## src/rtl/instr_fetch_queue.sv

```systemverilog
// Fetch stage: issues ROM reads at the PC, tags each returned word with its address and
// buffers it in a show-ahead FIFO feeding the decoder; flushes on taken jumps.
module instr_fetch_queue #(
   parameter int unsigned IW    = 16,
   parameter int unsigned AW    = 8,
   parameter int unsigned DEPTH = 4
) (
   input  logic          clk,
   input  logic          rst,
   input  logic          stop,
   input  logic [AW-1:0] Addr,
   input  logic          pcWR,
   output logic [AW-1:0] mem_addr,
   output logic          mem_rd,
   input  logic [IW-1:0] mem_data,
   output logic          fetch_hold,
   output logic [IW-1:0] ir,
   output logic [AW-1:0] ir_pc,
   output logic          ir_valid,
   input  logic          ir_ready
);

   localparam int unsigned PW = (DEPTH > 1) ? $clog2(DEPTH) : 1;
   localparam int unsigned CW = PW + 1;
   localparam int unsigned SW = CW + 1;

   logic [CW-1:0] count, count_nxt;
   logic [PW-1:0] rptr, rptr_nxt;
   logic [PW-1:0] wptr, wptr_nxt;
   logic          infl, infl_nxt;
   logic [AW-1:0] infl_addr, infl_addr_nxt;

   logic [IW-1:0] data_q [DEPTH];
   logic [AW-1:0] tag_q  [DEPTH];

   logic push, pop, flush;

   // Occupancy counts the outstanding read so a returning word always has a slot.
   assign fetch_hold = (SW'(count) + SW'(infl)) >= SW'(DEPTH);
   assign mem_rd     = rst & ~stop & ~fetch_hold & ~pcWR;
   assign mem_addr   = Addr;

   assign ir_valid = (count != '0);
   assign ir       = ir_valid ? data_q[rptr] : '0;
   assign ir_pc    = ir_valid ? tag_q[rptr]  : '0;

   assign push  = infl;
   assign pop   = ir_valid & ir_ready & ~stop;
   assign flush = pcWR & ~stop;

   always_comb begin
      count_nxt     = count;
      rptr_nxt      = rptr;
      wptr_nxt      = wptr;
      infl_nxt      = mem_rd;
      infl_addr_nxt = infl_addr;

      if (mem_rd) begin
         infl_addr_nxt = Addr;
      end

      // A flush honours the same-cycle pop implicitly: everything is discarded anyway.
      if (flush) begin
         count_nxt = '0;
         rptr_nxt  = '0;
         wptr_nxt  = '0;
         infl_nxt  = 1'b0;
      end else begin
         if (push) begin
            wptr_nxt = wptr + PW'(1);
         end
         if (pop) begin
            rptr_nxt = rptr + PW'(1);
         end
         case ({push, pop})
            2'b10:   count_nxt = count + CW'(1);
            2'b01:   count_nxt = count - CW'(1);
            default: count_nxt = count;
         endcase
      end
   end

   always_ff @(posedge clk or negedge rst) begin
      if (!rst) begin
         count     <= '0;
         rptr      <= '0;
         wptr      <= '0;
         infl      <= 1'b0;
         infl_addr <= '0;
      end else begin
         count     <= count_nxt;
         rptr      <= rptr_nxt;
         wptr      <= wptr_nxt;
         infl      <= infl_nxt;
         infl_addr <= infl_addr_nxt;
      end
   end

   // Entry storage needs no reset; the head is masked by ir_valid.
   always_ff @(posedge clk) begin
      if (push && !flush) begin
         data_q[wptr] <= mem_data;
         tag_q[wptr]  <= infl_addr;
      end
   end

endmodule

```

## config.mk

```make
export PLATFORM = sky130hd
export DESIGN_NAME = instr_fetch_queue
export DESIGN_NICKNAME = d
export VERILOG_FILES = /design/src/rtl/instr_fetch_queue.sv
export SDC_FILE = /design/constraint.sdc
export NUM_CORES = 1
export LEC_CHECK = 0
export ABC_AREA = 1
export BUFFER_PORTS_ARGS = -buffer_cell sky130_fd_sc_hd__buf_2
export CAP_MARGIN = 15
export CORE_ASPECT_RATIO = 1.2
export CORE_UTILIZATION = 40
export CTS_BUF_LIST = sky130_fd_sc_hd__clkbuf_8
export CTS_CLUSTER_SIZE = 8
export DETAILED_ROUTE_END_ITERATION = 16
export MAX_ROUTING_LAYER = met4
export PLACE_DENSITY = 0.56
export SLEW_MARGIN = 20
export SYNTH_ARGS = -nofsm -noshare
export SYNTH_HDL_FRONTEND = slang
export SYNTH_SLANG_ARGS = --single-unit
```

## constraint.sdc

```tcl
create_clock -name clk -period 2.97 [get_ports clk]
set_clock_uncertainty 0.1 [all_clocks]
set_input_delay 0.4455 -clock clk [delete_from_list [all_inputs] [get_ports clk]]
set_output_delay 0.4455 -clock clk [all_outputs]
set_load 0.02 [all_outputs]
```

Yosys cells after proc, flatten, opt, wreduce, memory -nomap -nowiden

Memory sizes are Yosys's and may differ from the RTL's.
Cells that the tools add are included.

Add/subtract/negate cells: 5
Multiply operators: 0
Div/mod/pow operators: 0
Magnitude comparators: 1
Equal/unequal tests: 2
Shift-type cells: 0
Multiplexer cells: 11
Bitwise gates (word level): 9
Reductions and logical operators: 6

Operator list:

| operator                                                               | count |
|---|---|
| 16-bit two-way mux                                                     | 1 |
| 2-bit two-way mux                                                      | 4 |
| 8-bit two-way mux                                                      | 1 |
| 1-bit AND                                                              | 6 |
| 3-bit case mux with 2 select lines                                     | 1 |
| 3-bit nonzero test                                                     | 2 |
| 2-bit by 1-bit adder with 2-bit output (second input constant)         | 2 |
| 3-bit by 1-bit adder with 4-bit output                                 | 1 |
| 4-bit by 3-bit >= comparator with 1-bit output (second input constant) | 1 |
| 2-bit nonzero test                                                     | 2 |
| 3-bit by 1-bit adder with 3-bit output (second input constant)         | 1 |
| 1-bit two-way mux                                                      | 3 |
| 3-bit two-way mux                                                      | 1 |
| 1-bit NOT                                                              | 3 |
| 3-bit by 1-bit subtractor with 3-bit output (second input constant)    | 1 |
| 2-bit by 1-bit equality test with 1-bit output (second input constant) | 1 |
| 2-bit equality test (second input constant)                            | 1 |
| 1-bit logical AND                                                      | 1 |
| 1-bit logical NOT                                                      | 1 |

Flip-flop bits (word level): 16
Latch bits: 0
Memory bits (writable): 96
Bits in read-only memories: 0
Bits of input ports: 29
Output and inout bits: 35
Word-level logic and storage cells: 41
Memories: 2

Memory list:

| name   | words | width | read ports | clocked after Yosys merged registers in | wr ports | line | text |
|---|---|---|---|---|---|---|---|
| data_q | 4     | 16    | 1          | 0                                       | 1        | 33   | `logic [IW-1:0] data_q [DEPTH];` |
| tag_q  | 4     | 8     | 1          | 0                                       | 1        | 34   | `logic [AW-1:0] tag_q [DEPTH];` |

Longest topological paths before layout

Word-level depth: 6
Mapped depth: 10
Gate-level depth less buffers: 10

Worst setup path before layout

No wires, ideal clock.

Path kind: input-to-reg
Start: in stop
End: mem data_q[0][0] (enable)
Setup time: 0.405 ns
Arrival time: 1.788 ns
Required time: 2.465 ns
Slack: 0.677 ns
Cell stages on the path: 4
Path buffers: 0
Cells stage by stage: inv_1 -> nand2_1 -> nand2_1 -> nor2_1

Cells in the longest elaborated chain, start to end: 6

Ends and longest elaborated chain:

| item                                    | line | text |
|---|---|---|
| start, declared                         | 10   | `input logic stop,` |
| 1-bit NOT                               | 49   | `assign flush = pcWR & ~stop;` |
| 1-bit AND                               | 49   |  |
| 1-bit logical NOT                       | 101  | `if (push && !flush) begin` |
| 1-bit logical AND                       | 101  |  |
| 1-bit two-way mux                       | 101  |  |
| 1-bit two-way mux (not written as such) | 102  | `data_q[wptr] <= mem_data;` |
| end, declared                           | 33   |  |

No other way between the ends.

Worst setup path in the final report

Start: reg rptr[0]
End: out ir[9]

Cells in the longest elaborated chain, start to end: 2

Ends and longest elaborated chain:

| item                   | line | text |
|---|---|---|
| start, declared        | 28   | `logic [PW-1:0] rptr, rptr_nxt;` |
| start signal, assigned | 92   | `rptr <= rptr_nxt;` |
| memory 4 x 16 bit      | n/a  |  |
| 16-bit two-way mux     | 44   | `assign ir = ir_valid ? data_q[rptr] : '0;` |
| end, declared          | 17   | `output logic [IW-1:0] ir,` |

No other way between the ends.

==> out/metrics.yaml <==
ant_nets: 0
fmax_mhz: 396
r2r_start: "infl"
setup_viol: 0
synth-async-reset-ratio: 0.143
clockBufferDepth: 2
layout-drive-gt1-share: 0.223
start_kind: "register"
syn_inst: 398
path_clk_slew_ns: 0.10
min_path_cells: 1
grt_pass1_wl_mm: 14.4
finalMaxSlewViolations: 0
seq_area_frac_synth: 0.706
firstDrtPassIters: 4
cts.sinks: 112
crit_fanout: 30
cts_setup_buffers: 0
synth-edff-count: 96
rsz0062_at_grt: "false"
synthesis.nets: 432
synth_top_area_cell: "edfxtp_1"
grt_pass1_vias: 2873
rows: 42
portBuffers: 63
ys.warnings.count: 0
max_slew_margin: 0.583
wl_per_cell_um: 14.5
power_w: 0.00446
drc: 0
max_stage_delay_ns: 0.46
cts_tree: "done"
critical_path_class: "register to primary output"
r2r-end: "count[2]"
cts_max_level: 3
hold_viol_final: 0
diodes: 0
via_count: 2905
insertion_delay_ns: 0.35
ctsHoldBuffers: 1
finalInstanceArea_um2: 5270
cap_violations: 0
cpMaxStageDelayCell: "inv_1"
core_um2: 11200
die_y_um: 120
vias_per_cell: 4.72
netlist.area_leader.share: 0.620
cp.arrival_ns: 1.98
nets: 491
wl_mm: 8.93
synth_seq_cells: 112
vdd_ir_drop_max_uv: 430
outcome: "finished clean"
fin_util: 0.471
fill_cells: 1039
crit_chain: "inv_1 -> buf_12 -> o21ai_0 -> a21oi_1 -> buf_2"
hp-start: "mem_data[10]"
track_usage: 0.164
postSynthAreaPerCell_um2: 11.7
dieArea_um2: 12100
layout_min_cycle_time_ns: 2.53
dp_hpwl_mm: 5.55
p_per_area_nw_per_um2: 847
synthFlopType: "edfxtp_1"
first_iter_violations: 97
reg2reg_slack_ns: 1.14
hold_path_end: "data_q[0][10]"
postPlaceCellArea_um2: 5090
area_delta_synth_final_pct: 13.3
grt-ovfl-total: 0
dp_slack_ns: 0.830
p_leak_nw: 2.04
gp_congestion: 0.720
die_w_um: 100
hp-class: "input port to register"
grt_max_degree: 50
endpoint_kind: "primary output"
critPathRequiredTime_ns: 2.42
timing.setup.tns_ns: 0
cts_resized: 0
root_buffer: "clkbuf_8"
ys_types: 27
antenna_found_initial: 0
start_util: 0.416
syn-cell-area_um2: 4650
final.setup.worst_slack_ns: 0.444
ff2ff_path_depth: 9
synth.most_common_cell: "nor2_1"
period_share: 0.851
synth_common_cells: "nor2_1 (102), edfxtp_1 (96), o21ai_0 (54)"
ioPinCount: 64
cts_made_buffers: 9
synthTopCellsByArea: "edfxtp_1 (62%), dfrtp_1 (8.6%), nor2_1 (8.2%)"
tightest_slew_ns: 0.625
==> layer usage <==
metal | part of all wire | global-route usage | up-vias
met1 | 0.47 | 0.214 | 1370
met3 | 0.031 | 0.0221 | 10
li1 | - | - | 1459
met4 | 0.012 | 0.0625 | 0
met5 | 0 | - | -
met2 | 0.49 | 0.262 | 66
==> per-stage QoR <==
stage,hold WS [ns],instances
after floorplan,0.0499,398
after global placement,0.346,599
after detailed placement,0.351,599
after CTS,0.178,616
after global routing,0.176,616
final,0.196,616
==> worst max-delay path by stage <==
stage | startpoint | to | slack (ns) | depth (start not counted)
after floorplan | stop | data_q[0][0] | 0.68 | 4
after global placement | rptr[0] | ir[9] | 0.87 | 5
after detailed placement | rptr[0] | ir[2] | 0.83 | 5
after CTS | rptr[0] | ir[2] | 0.42 | 5
after global routing | rptr[0] | ir[9] | 0.32 | 5
final | rptr[0] | ir[9] | 0.44 | 5
==> registers in the layout, summed over array words and instances (netlist names) <==
| register | cells |
|---|---|
| tag_q | 32 |
| wptr | 2 |
| count | 3 |
| infl | 1 |
| infl_addr | 8 |
| rptr | 2 |
| data_q | 64 |
==> worst max-delay path: cells and delay by family (launching register included) <==
family	cells	cell delay, ns
DFF	1	0.41
buffers and inverters	3	0.91
AOI/OAI and AO/OA	2	0.30
==> report_power, final <==
part           internal, W  switching [W]  total, W
Sequential         0.00185      0.0000970   0.00195
Combinational     0.000538        0.00119   0.00173
Clock             0.000317       0.000470  0.000787
Total              0.00271        0.00175   0.00446
==> placed cells by master, fill, tap and decap left out, drive strengths merged, types with 2 or more instances in the layout <==
cell	count
clkbuf	10
nor3	2
edfxtp	96
o21ai	59
inv	29
nand2	29
xor2	2
dfrtp	16
ha	4
buf	74
a21oi	25
clkinv	3
nor2	103
nand3	6
==> logic make-up after synthesis <==
logic type | synth area share
flops | 0.706
fa+ha+maj | 0.0151
buf+inv | 0.0592
xor+xnor | 0.00377
simple gates | 0.123
compound gates | 0.0936
==> final cells by class <==
class / instances / area [um2] / area share
clock buffers: 10 / 138 / 0.0261
clock inverters: 6 / 28.8 / 0.00546
inverters: 27 / 101 / 0.0192
multi-input cells: 232 / 1100 / 0.210
flip-flops and latches: 112 / 3280 / 0.623
well taps: 154 / 193 / 0.0366
repair buffers: 75 / 420 / 0.0798
Note: power is estimated with default switching activity, not from simulation.
